<file path="src/rtl/rails_stack_ctrl_if.sv">
// rails_stack_ctrl_if
// Bundles the pattern input stream, the stack command/status lines and the
// result strobe of rails_stack_ctrl.
//   slave  : view of the sequencer (consumes data, drives stack commands)
//   master : view of the environment (drives data, owns the stack)
// Signals:
//   data/data_vld/data_rdy      pattern stream handshake
//   stk_push/stk_wdata/stk_pop/stk_clr   commands to the stack block
//   stk_top/stk_empty/stk_full  registered status from the stack block
//   valid/result/busy           result strobe, held result, activity flag
interface rails_stack_ctrl_if #(
    parameter int DW = 4
);
    logic [DW-1:0] data;
    logic          data_vld;
    logic          data_rdy;
    logic          stk_push;
    logic [DW-1:0] stk_wdata;
    logic          stk_pop;
    logic          stk_clr;
    logic [DW-1:0] stk_top;
    logic          stk_empty;
    logic          stk_full;
    logic          valid;
    logic          result;
    logic          busy;

    modport slave (
        input  data, data_vld, stk_top, stk_empty, stk_full,
        output data_rdy, stk_push, stk_wdata, stk_pop, stk_clr,
               valid, result, busy
    );

    modport master (
        output data, data_vld, stk_top, stk_empty, stk_full,
        input  data_rdy, stk_push, stk_wdata, stk_pop, stk_clr,
               valid, result, busy
    );
endinterface

</file>
<file path="src/rtl/rails_stack_ctrl.sv">
// rails_stack_ctrl
// Sequencer for the rails stack-permutation check. Loads a count word N and
// N car numbers, then walks the outgoing order against an external LIFO
// stack using one-cycle push/pop/clear commands, and reports pass/fail with
// a one-cycle valid strobe (result held until the next strobe).
// Ports:
//   clk    rising-edge clock
//   reset  asynchronous active-low reset
//   bus    rails_stack_ctrl_if.slave (stream, stack commands/status, result)
// Optional build macro RAILS_STAT_EN adds 8-bit saturating pass_cnt and
// fail_cnt outputs counting completed patterns by result.
module rails_stack_ctrl #(
    parameter int DW   = 4,
    parameter int MAXN = 10
) (
    input  logic                 clk,
    input  logic                 reset,
    rails_stack_ctrl_if.slave    bus
`ifdef RAILS_STAT_EN
    ,
    output logic [7:0]           pass_cnt,
    output logic [7:0]           fail_cnt
`endif
);

    localparam int AW = (MAXN > 1) ? $clog2(MAXN) : 1;

    typedef enum logic [2:0] {
        S_IDLE = 3'd0,
        S_LOAD = 3'd1,
        S_CMP  = 3'd2,
        S_PUSH = 3'd3,
        S_POP  = 3'd4,
        S_DONE = 3'd5
    } state_t;

    state_t        state_r;
    state_t        state_nxt_s;
    logic [DW-1:0] n_r;
    logic [DW-1:0] ptr_r;
    logic [DW:0]   idx_r;      // one bit wider so idx == MAXN is representable
    logic [DW:0]   next_r;     // one bit wider so next = MAXN+1 does not wrap
    logic [DW-1:0] pat_r [MAXN];
    logic          result_r;

    logic          data_rdy_s;
    logic          accept_s;
    logic          hdr_ok_s;
    logic          set_res_s;
    logic          res_val_s;
    logic [DW-1:0] t_s;

    assign data_rdy_s = (state_r == S_IDLE) || (state_r == S_LOAD);
    assign accept_s   = bus.data_vld && data_rdy_s;
    assign hdr_ok_s   = (bus.data != {DW{1'b0}}) && (bus.data <= DW'(MAXN));

    // State register.
    always_ff @(posedge clk or negedge reset) begin
        if (!reset) begin
            state_r <= S_IDLE;
        end else begin
            state_r <= state_nxt_s;
        end
    end

    // Next-state decision and result capture request.
    always_comb begin
        state_nxt_s = state_r;
        set_res_s   = 1'b0;
        res_val_s   = 1'b0;
        // Car at the head of the outgoing order; idx may equal N (end marker).
        if (idx_r < (DW+1)'(MAXN)) begin
            t_s = pat_r[idx_r[AW-1:0]];
        end else begin
            t_s = {DW{1'b0}};
        end
        case (state_r)
            S_IDLE: begin
                if (accept_s) begin
                    if (hdr_ok_s) begin
                        state_nxt_s = S_LOAD;
                    end else begin
                        state_nxt_s = S_DONE;
                        set_res_s   = 1'b1;
                        res_val_s   = 1'b0;
                    end
                end else begin
                    state_nxt_s = S_IDLE;
                end
            end
            S_LOAD: begin
                if (accept_s && (ptr_r == n_r - DW'(1))) begin
                    state_nxt_s = S_CMP;
                end else begin
                    state_nxt_s = S_LOAD;
                end
            end
            S_CMP: begin
                if (idx_r == {1'b0, n_r}) begin
                    state_nxt_s = S_DONE;
                    set_res_s   = 1'b1;
                    res_val_s   = 1'b1;
                end else if (!bus.stk_empty && (bus.stk_top == t_s)) begin
                    state_nxt_s = S_POP;
                end else if ((t_s == {DW{1'b0}}) || (t_s > n_r)) begin
                    state_nxt_s = S_DONE;
                    set_res_s   = 1'b1;
                end else if (next_r <= {1'b0, t_s}) begin
                    // A full stack cannot take the push that is needed.
                    if (bus.stk_full) begin
                        state_nxt_s = S_DONE;
                        set_res_s   = 1'b1;
                    end else begin
                        state_nxt_s = S_PUSH;
                    end
                end else begin
                    // Wanted car is buried below the top: unreachable order.
                    state_nxt_s = S_DONE;
                    set_res_s   = 1'b1;
                end
            end
            S_PUSH:  state_nxt_s = S_CMP;
            S_POP:   state_nxt_s = S_CMP;
            S_DONE:  state_nxt_s = S_IDLE;
            default: state_nxt_s = S_IDLE;
        endcase
    end

    // Pattern buffer, counters and held result.
    always_ff @(posedge clk or negedge reset) begin
        if (!reset) begin
            n_r      <= {DW{1'b0}};
            ptr_r    <= {DW{1'b0}};
            idx_r    <= {(DW+1){1'b0}};
            next_r   <= {(DW+1){1'b0}};
            result_r <= 1'b0;
            for (int i = 0; i < MAXN; i++) begin
                pat_r[i] <= {DW{1'b0}};
            end
        end else begin
            if ((state_r == S_IDLE) && accept_s) begin
                n_r    <= bus.data;
                ptr_r  <= {DW{1'b0}};
                idx_r  <= {(DW+1){1'b0}};
                next_r <= (DW+1)'(1);
            end
            if ((state_r == S_LOAD) && accept_s) begin
                pat_r[ptr_r[AW-1:0]] <= bus.data;
                ptr_r                <= ptr_r + DW'(1);
            end
            if (state_r == S_PUSH) begin
                next_r <= next_r + (DW+1)'(1);
            end
            if (state_r == S_POP) begin
                idx_r <= idx_r + (DW+1)'(1);
            end
            if (set_res_s) begin
                result_r <= res_val_s;
            end
        end
    end

    // Outputs are pure decodes of the state register and held registers.
    assign bus.data_rdy  = data_rdy_s;
    assign bus.stk_push  = (state_r == S_PUSH);
    assign bus.stk_wdata = (state_r == S_PUSH) ? next_r[DW-1:0] : {DW{1'b0}};
    assign bus.stk_pop   = (state_r == S_POP);
    assign bus.stk_clr   = (state_r == S_DONE);
    assign bus.valid     = (state_r == S_DONE);
    assign bus.result    = result_r;
    assign bus.busy      = (state_r != S_IDLE);

`ifdef RAILS_STAT_EN
    // Saturating pass/fail statistics, bumped once per completed pattern.
    always_ff @(posedge clk or negedge reset) begin
        if (!reset) begin
            pass_cnt <= 8'd0;
            fail_cnt <= 8'd0;
        end else if (state_r == S_DONE) begin
            if (result_r) begin
                if (pass_cnt != 8'hFF) begin
                    pass_cnt <= pass_cnt + 8'd1;
                end
            end else begin
                if (fail_cnt != 8'hFF) begin
                    fail_cnt <= fail_cnt + 8'd1;
                end
            end
        end
    end
`endif

endmodule

</file>
<file path="src/flat_wrapper.sv">
// flat-port wrapper written by rule: the top's interface ports become plain ports
module rails_stack_ctrl_flat 
#(
    parameter int DW   = 4,
    parameter int MAXN = 10
)
  (clk, reset, bus_data, bus_data_vld, bus_stk_top, bus_stk_empty, bus_stk_full, bus_data_rdy, bus_stk_push, bus_stk_wdata, bus_stk_pop, bus_stk_clr, bus_valid, bus_result, bus_busy);
  rails_stack_ctrl_if #(.DW(DW)) bus_i ();
  input  logic clk;
  input  logic reset;
  input wire logic [$bits(bus_i.data)-1:0] bus_data;
  input wire logic [$bits(bus_i.data_vld)-1:0] bus_data_vld;
  input wire logic [$bits(bus_i.stk_top)-1:0] bus_stk_top;
  input wire logic [$bits(bus_i.stk_empty)-1:0] bus_stk_empty;
  input wire logic [$bits(bus_i.stk_full)-1:0] bus_stk_full;
  output wire logic [$bits(bus_i.data_rdy)-1:0] bus_data_rdy;
  output wire logic [$bits(bus_i.stk_push)-1:0] bus_stk_push;
  output wire logic [$bits(bus_i.stk_wdata)-1:0] bus_stk_wdata;
  output wire logic [$bits(bus_i.stk_pop)-1:0] bus_stk_pop;
  output wire logic [$bits(bus_i.stk_clr)-1:0] bus_stk_clr;
  output wire logic [$bits(bus_i.valid)-1:0] bus_valid;
  output wire logic [$bits(bus_i.result)-1:0] bus_result;
  output wire logic [$bits(bus_i.busy)-1:0] bus_busy;
  assign bus_i.data = bus_data;
  assign bus_i.data_vld = bus_data_vld;
  assign bus_i.stk_top = bus_stk_top;
  assign bus_i.stk_empty = bus_stk_empty;
  assign bus_i.stk_full = bus_stk_full;
  assign bus_data_rdy = bus_i.data_rdy;
  assign bus_stk_push = bus_i.stk_push;
  assign bus_stk_wdata = bus_i.stk_wdata;
  assign bus_stk_pop = bus_i.stk_pop;
  assign bus_stk_clr = bus_i.stk_clr;
  assign bus_valid = bus_i.valid;
  assign bus_result = bus_i.result;
  assign bus_busy = bus_i.busy;
  rails_stack_ctrl #(.DW(DW), .MAXN(MAXN)) u_core (.clk(clk), .reset(reset), .bus(bus_i));
endmodule
</file>
<file path="config.mk">
export PLATFORM = sky130hd
export DESIGN_NAME = rails_stack_ctrl_flat
export DESIGN_NICKNAME = d
export VERILOG_FILES = /design/src/rtl/rails_stack_ctrl_if.sv /design/src/rtl/rails_stack_ctrl.sv /design/src/flat_wrapper.sv
export SDC_FILE = /design/constraint.sdc
export NUM_CORES = 1
export LEC_CHECK = 0
export ABC_AREA = 1
export ABC_CLOCK_PERIOD_IN_PS = 4500
export BUFFER_PORTS_ARGS = -buffer_cell sky130_fd_sc_hd__buf_2
export CAP_MARGIN = 20
export CORE_MARGIN = 10
export CORE_UTILIZATION = 40
export CTS_CLUSTER_DIAMETER = 200
export DETAILED_ROUTE_END_ITERATION = 16
export PLACE_DENSITY = 0.56
export SYNTH_ARGS = -nofsm -noshare
export SYNTH_HDL_FRONTEND = slang
export SYNTH_SLANG_ARGS = --single-unit
</file>
<file path="constraint.sdc">
create_clock -name clk -period 4.5 [get_ports clk]
set_input_delay 1.125 -clock clk [delete_from_list [all_inputs] [get_ports clk]]
set_output_delay 1.125 -clock clk [all_outputs]
set_load 0.005 [all_outputs]
</file>
Yosys cells after proc, flatten, opt, wreduce, memory -nomap -nowiden
Index checks and enable logic that the tools add are counted.
Widths: inputs -> output; s select.
{"block": "totals", "wordCells": 88, "ff_bits": 62}
{"block": "classes", "add_sub_neg": 4, "eq_ne": 8, "n_reduce_logical": 18, "n_mux": 33, "order_cmp": 7, "bitwise": 2}
{"operator": "$bwmux 40", "n": 1}
{"operator": "$mux 4", "n": 7}
{"operator": "$mux 3", "n": 7}
{"operator": "$mux 5", "n": 4}
{"operator": "$bmux 4 s4", "n": 1}
{"operator": "$demux 4 s4", "n": 1}
{"operator": "$pmux 3 s4", "n": 1}
{"operator": "$add 5x1->5 const B", "n": 2}
{"operator": "$ge 5x5->1 const B", "n": 2}
{"operator": "$not 4->5", "n": 2}
{"operator": "$mux 1", "n": 9}
{"operator": "$eq 4x4->1", "n": 2}
{"operator": "$logic_and 1x1->1", "n": 7}
{"operator": "$eq 3x2->1 const B", "n": 2}
{"operator": "$eq 3x3->1 const B", "n": 2}
{"operator": "$reduce_bool 2->1", "n": 3}
{"operator": "$eq 5x4->1", "n": 1}
{"operator": "$le 5x4->1", "n": 1}
{"operator": "$lt 5x1->1 const B", "n": 1}
{"operator": "$lt 5x4->1 const B", "n": 1}
{"operator": "$add 4x1->4 const B", "n": 1}
{"operator": "$gt 4x4->1", "n": 1}
{"operator": "$le 4x4->1 const B", "n": 1}
{"operator": "$logic_not 4->1", "n": 1}
{"operator": "10 further kinds", "n": 11}

Longest topological paths before layout
{"block": "logic_depth", "ltp_word": 11, "mapped_depth": 21}

Worst setup path after synthesis
No wires, ideal clock.
{"block": "synth_timing", "path_kind": "register to register", "startpoint": "register u_core.idx_r[0]", "endpoint": "register u_core.state_r[2]", "setup_ns": 0.117, "path_stages_with_launch": 20, "slack_ns": 2.216, "arrival_time_ns": 2.167, "synth_period_minus_slack_ns": 2.284, "path_cell_list": "dfrtp_1 > buf_6 > buf_6 > nand2_1 > nand3_2 > nand3_2 > nand3_2 > nand2_2 > nand2_2 > ha_1 > inv_1 > nor2_1 > o211ai_1 > a21oi_1 > nor4_1 > nand2_1 > nor2_2 > nand2_1 > nand2_1 > nand2_1"}
{"block": "synth_between", "elab_chain_cells": 11, "elab_cells_between_ends": 18, "classes_between": "3 x order compare; 2 x eq/ne; 9 x mux; 1 x bitwise; 3 x reduce/logical"}
{"item": "start, declared", "line_no": "rails_stack_ctrl.sv:41", "rtl": "logic [DW:0] idx_r;"}
{"item": "start signal, assigned", "line_no": "rails_stack_ctrl.sv:134", "rtl": "idx_r <= {(DW+1){1'b0}};"}
{"item": "start signal, assigned", "line_no": "rails_stack_ctrl.sv:144", "rtl": "idx_r <= {(DW+1){1'b0}};"}
{"item": "start signal, assigned", "line_no": "rails_stack_ctrl.sv:155", "rtl": "idx_r <= idx_r + (DW+1)'(1);"}
{"item": "$not 4->5 (not written as such)", "line_no": "rails_stack_ctrl.sv:73", "rtl": "t_s = pat_r[idx_r[AW-1:0]];"}
{"item": "$bmux 4 s4", "line_no": "rails_stack_ctrl.sv:73"}
{"item": "$mux 4 (not written as such) (2 in series)", "line_no": "rails_stack_ctrl.sv:73"}
{"item": "$mux 4", "line_no": "rails_stack_ctrl.sv:72", "rtl": "if (idx_r < (DW+1)'(MAXN)) begin"}
{"item": "$le 5x4->1 (tied with other cells)", "line_no": "rails_stack_ctrl.sv:108", "rtl": "end else if (next_r <= {1'b0, t_s}) begin"}
{"item": "$mux 3 / $logic_or 1x1->1 (equally long branches)", "line_no": "rails_stack_ctrl.sv:108, rails_stack_ctrl.sv:105"}
{"item": "$mux 3", "line_no": "rails_stack_ctrl.sv:105", "rtl": "end else if ((t_s == {DW{1'b0}}) || (t_s > n_r)) begin"}
{"item": "$mux 3", "line_no": "rails_stack_ctrl.sv:103", "rtl": "end else if (!bus.stk_empty && (bus.stk_top == t_s)) begin"}
{"item": "$mux 3 (*)", "line_no": "rails_stack_ctrl.sv:99", "rtl": "if (idx_r == {1'b0, n_r}) begin"}
{"item": "$pmux 3 s4 (*)", "line_no": "rails_stack_ctrl.sv:77", "rtl": "case (state_r)"}
{"item": "via u_core.state_nxt_s[2]", "line_no": "rails_stack_ctrl.sv:38", "rtl": "state_t state_nxt_s;"}
{"item": "end signal, assigned", "line_no": "rails_stack_ctrl.sv:62", "rtl": "state_r <= state_nxt_s;"}
{"item": "end, declared", "line_no": "rails_stack_ctrl.sv:37", "rtl": "state_t state_r;"}
Mark *: on every way through the listed nets, which the timed path passes. The rest lies on a longest branch. The select of a mux whose other input is x is not followed.
A chain may end at the register's enable or synchronous reset.

Worst setup path after layout
Same ends and word-level chain as after synthesis.

==> key figures <==
Floorplanning
  • Full die area: 13100 sq um
  • Core area: 8680 sq um
  • Die width: 114 um
  • Ports: 24
  • Initial core utilization: 0.411
  • Die H: 114 um
  • Rows: 34

Synthesis
  • Synth Register Bits: 62
  • Synth unique cells: 36
  • Post-synth EDFFs: 0
  • Most common flop cell mapped by yosys: dfrtp_1
  • Syn Inst Count: 459
  • Yosys Warn Count: 0
  • Post-Syn Nets: 487
  • Average cell area after synthesis: 7.77 sq um
  • Post-synth top area cell: dfrtp_1
  • Seq/Total Area, Yosys: 0.435
  • Ranking of synthesized cells by area: dfrtp_1 (44%), nand2_1 (12%), o21ai_0 (7.4%), inv_1 (5.8%), ha_1 (5.3%)
  • Share of the synthesized area in the top cell type: 0.435
  • Mapped Area: 3560 sq um
  • Async S/R FF share, synth: 1.00

CTS
  • Inserted Clock Buffers: 9
  • Post-CTS Repair Setup Buffers: 0
  • Clock latency on the worst-skew pair: 0.33 ns
  • Post-cts hold buffer count: 0
  • H-tree Lvls: 3
  • Clock sink count: 62
  • Root Driver: clkbuf_8
  • CTS tree: yes
  • PostCTS Resize Cnt: 0
  • Clock-pin slew on the worst setup and hold paths: 0.07 ns
  • Longest Clk Path Bufs: 2

Placed design
  • HPWL Detailed: 6430 um
  • Worst slack, placed: 1.47 ns
  • RePlAce Congestion: 0.858
  • PortBufs: 23

Drt
  • WL final: 8730 um
  • Detailed Route Iter0 Violations: 172
  • Remaining DRCs: 0
  • Via-to-Cell Ratio: 5.05
  • Pre-antenna DRT Iters: 5
  • Wire per inst: 14.7 um
  • Vias: 2997
  • Routed Antenna Nets: 0

Final layout
  • Antenna Cells: 0
  • Multi-input combinational cell area: 1690 sq um
  • Seq. cell area: 1550 sq um
  • Share of cells above drive strength 1: 0.134
  • # fillers: 899
  • Area growth from synthesis to layout: 9.93%
  • Total Nets Final: 508

Setup path
  • Crit Path Max Fanout: 29
  • Crit Path Category: reg2reg
  • Critical path capture point type: register
  • Worst reg-to-reg setup slack: 1.49 ns
  • Startpoint types: register
  • Arr. time, crit path: 3.24 ns
  • Critical Path RT: 4.73 ns

Timing
  • Final Max Slew Viols: 0
  • Worst-Margin Slew: 0.906 ns
  • Final setup vio count: 0
  • Final Cycle Share: 0.668
  • Tmin final: 3.01 ns
  • RSZ-0062 raised after global routing: false
  • Hold Vio Cnt, Final: 0
  • Final WS setup: 1.49 ns
  • Setup tns final: 0 ns
  • Slew headroom: 0.396
  • Worst Skew: 0.0122 ns
  • Fmax: 333 MHz

Global routing
  • Largest net degree at the start of global routing: 34
  • First-pass GRT wire length: 15000 um
  • GRT Overall Usage: 0.139
  • Initial antenna violation count: 0
  • Gr ovfl total: 0
  • Vias in the first global route: 3021

Min path
  • Worst Hold Class: reg2reg

Pwr
  • Worst VDD drop: 0.241 mV
  • Leak Pwr: 1.95 nW
  • Power Density: 667 nW/um^2

Job
  • Max cap viols: 0

Outcome
  • Status: finished clean
## synthesized netlist by cell type, drive strengths merged, types with 2 or more instances
library cell    n
nand2         124
ha             15
nor4            2
nor3            5
o211ai          2
o22ai           4
nand3          42
buf             8
or2             2
o21ai          58
inv            61
dfrtp          62
nand4           6
a21oi           6
clkbuf          6
xor2            7
xnor2           3
nor2           38
## worst max-delay path: stages (launching register included)
cell	delay, ns
dfrtp_1	0.94
inv_6	0.16
nand2_1	0.11
nand2_1	0.05
nand2_1	0.06
nand3_1	0.10
nand3_2	0.09
nand2_2	0.07
nand2_2	0.09
inv_1	0.05
ha_1	0.28
inv_1	0.06
nor2_1	0.03
o21ai_0	0.16
a32oi_1	0.09
nor4_1	0.17
nand2_1	0.12
nor2_2	0.11
nand2_1	0.06
nand2_1	0.05
nand2_1	0.04
## worst paths after layout
kind                                         startpoint                            to  depth (start not counted)
min reg2reg                u_core.pat_r[22]$_DFFE_PN0P_  u_core.pat_r[22]$_DFFE_PN0P_                          2
min                        u_core.pat_r[22]$_DFFE_PN0P_  u_core.pat_r[22]$_DFFE_PN0P_                          2
min in group asynchronous                         reset  u_core.next_r[3]$_DFFE_PN0P_                          1
max reg2reg                 u_core.idx_r[0]$_DFFE_PN0P_   u_core.state_r[2]$_DFF_PN0_                         20
max in group asynchronous                         reset  u_core.pat_r[36]$_DFFE_PN0P_                          2
max                         u_core.idx_r[0]$_DFFE_PN0P_   u_core.state_r[2]$_DFF_PN0_                         20
## layer usage
metal	global-route usage	wire length [um]
met2	0.224	3980
met3	0.0325	320
met1	0.178	4230
met5	0	0
met4	0.0476	204
## cells by family after synthesis
| family | Yosys count | synth area share |
|---|---|---|
| xor+xnor | 10 | 0.0246 |
| flops | 62 | 0.435 |
| fa+ha+maj | 15 | 0.0527 |
| buf+inv | 75 | 0.0899 |
| simple gates | 220 | 0.277 |
| compound gates | 77 | 0.120 |
## power by group
group	total, W	internal (W)	switching [W]
clock	0.000473	0.000255	0.000218
sequential	0.000967	0.000763	0.000204
combinational	0.00117	0.000447	0.000727
total	0.00261	0.00147	0.00115
## per-stage QoR
step                      cell area (sq um)  total power, W   util  hold slack [ns]  cells
after detailed placement               3740         0.00216  0.431            0.473    577
after floorplan                        3560         0.00186      -            0.446    459
after global routing                   3920         0.00289  0.452            0.502    593
after CTS                              3920         0.00264  0.452            0.492    593
after global placement                 3740         0.00213  0.431            0.468    577
final                                  3920         0.00261  0.452            0.488    593
## state kept, by name (all words and copies together), names as in the netlist
name,count
u_core.n_r,4
u_core.state_r,3
u_core.pat_r,40
u_core.bus.result,1
u_core.idx_r,5
u_core.next_r,5
u_core.ptr_r,4
## cell type report
class,instances,area share
clock buffers,12,0.0345
repair buffers,24,0.0313
clock inverters,4,0.0121
multi-input cells,322,0.432
flip-flops and latches,62,0.396
well taps,108,0.0345
inverters,61,0.0597
## cell usage in the layout (no fill, tap or decap), drive strengths merged, types with 2 or more instances in the layout
cell type  count
o21ai         58
nand3         42
nor3           5
dfrtp         62
nor4           2
a21oi          6
o211ai         2
o22ai          4
xnor2          3
nor2          38
nand4          6
xor2           7
clkinv         2
buf           24
ha            15
clkbuf        12
inv           61
or2            2
nand2        124
(Power assumes the default switching activity.)
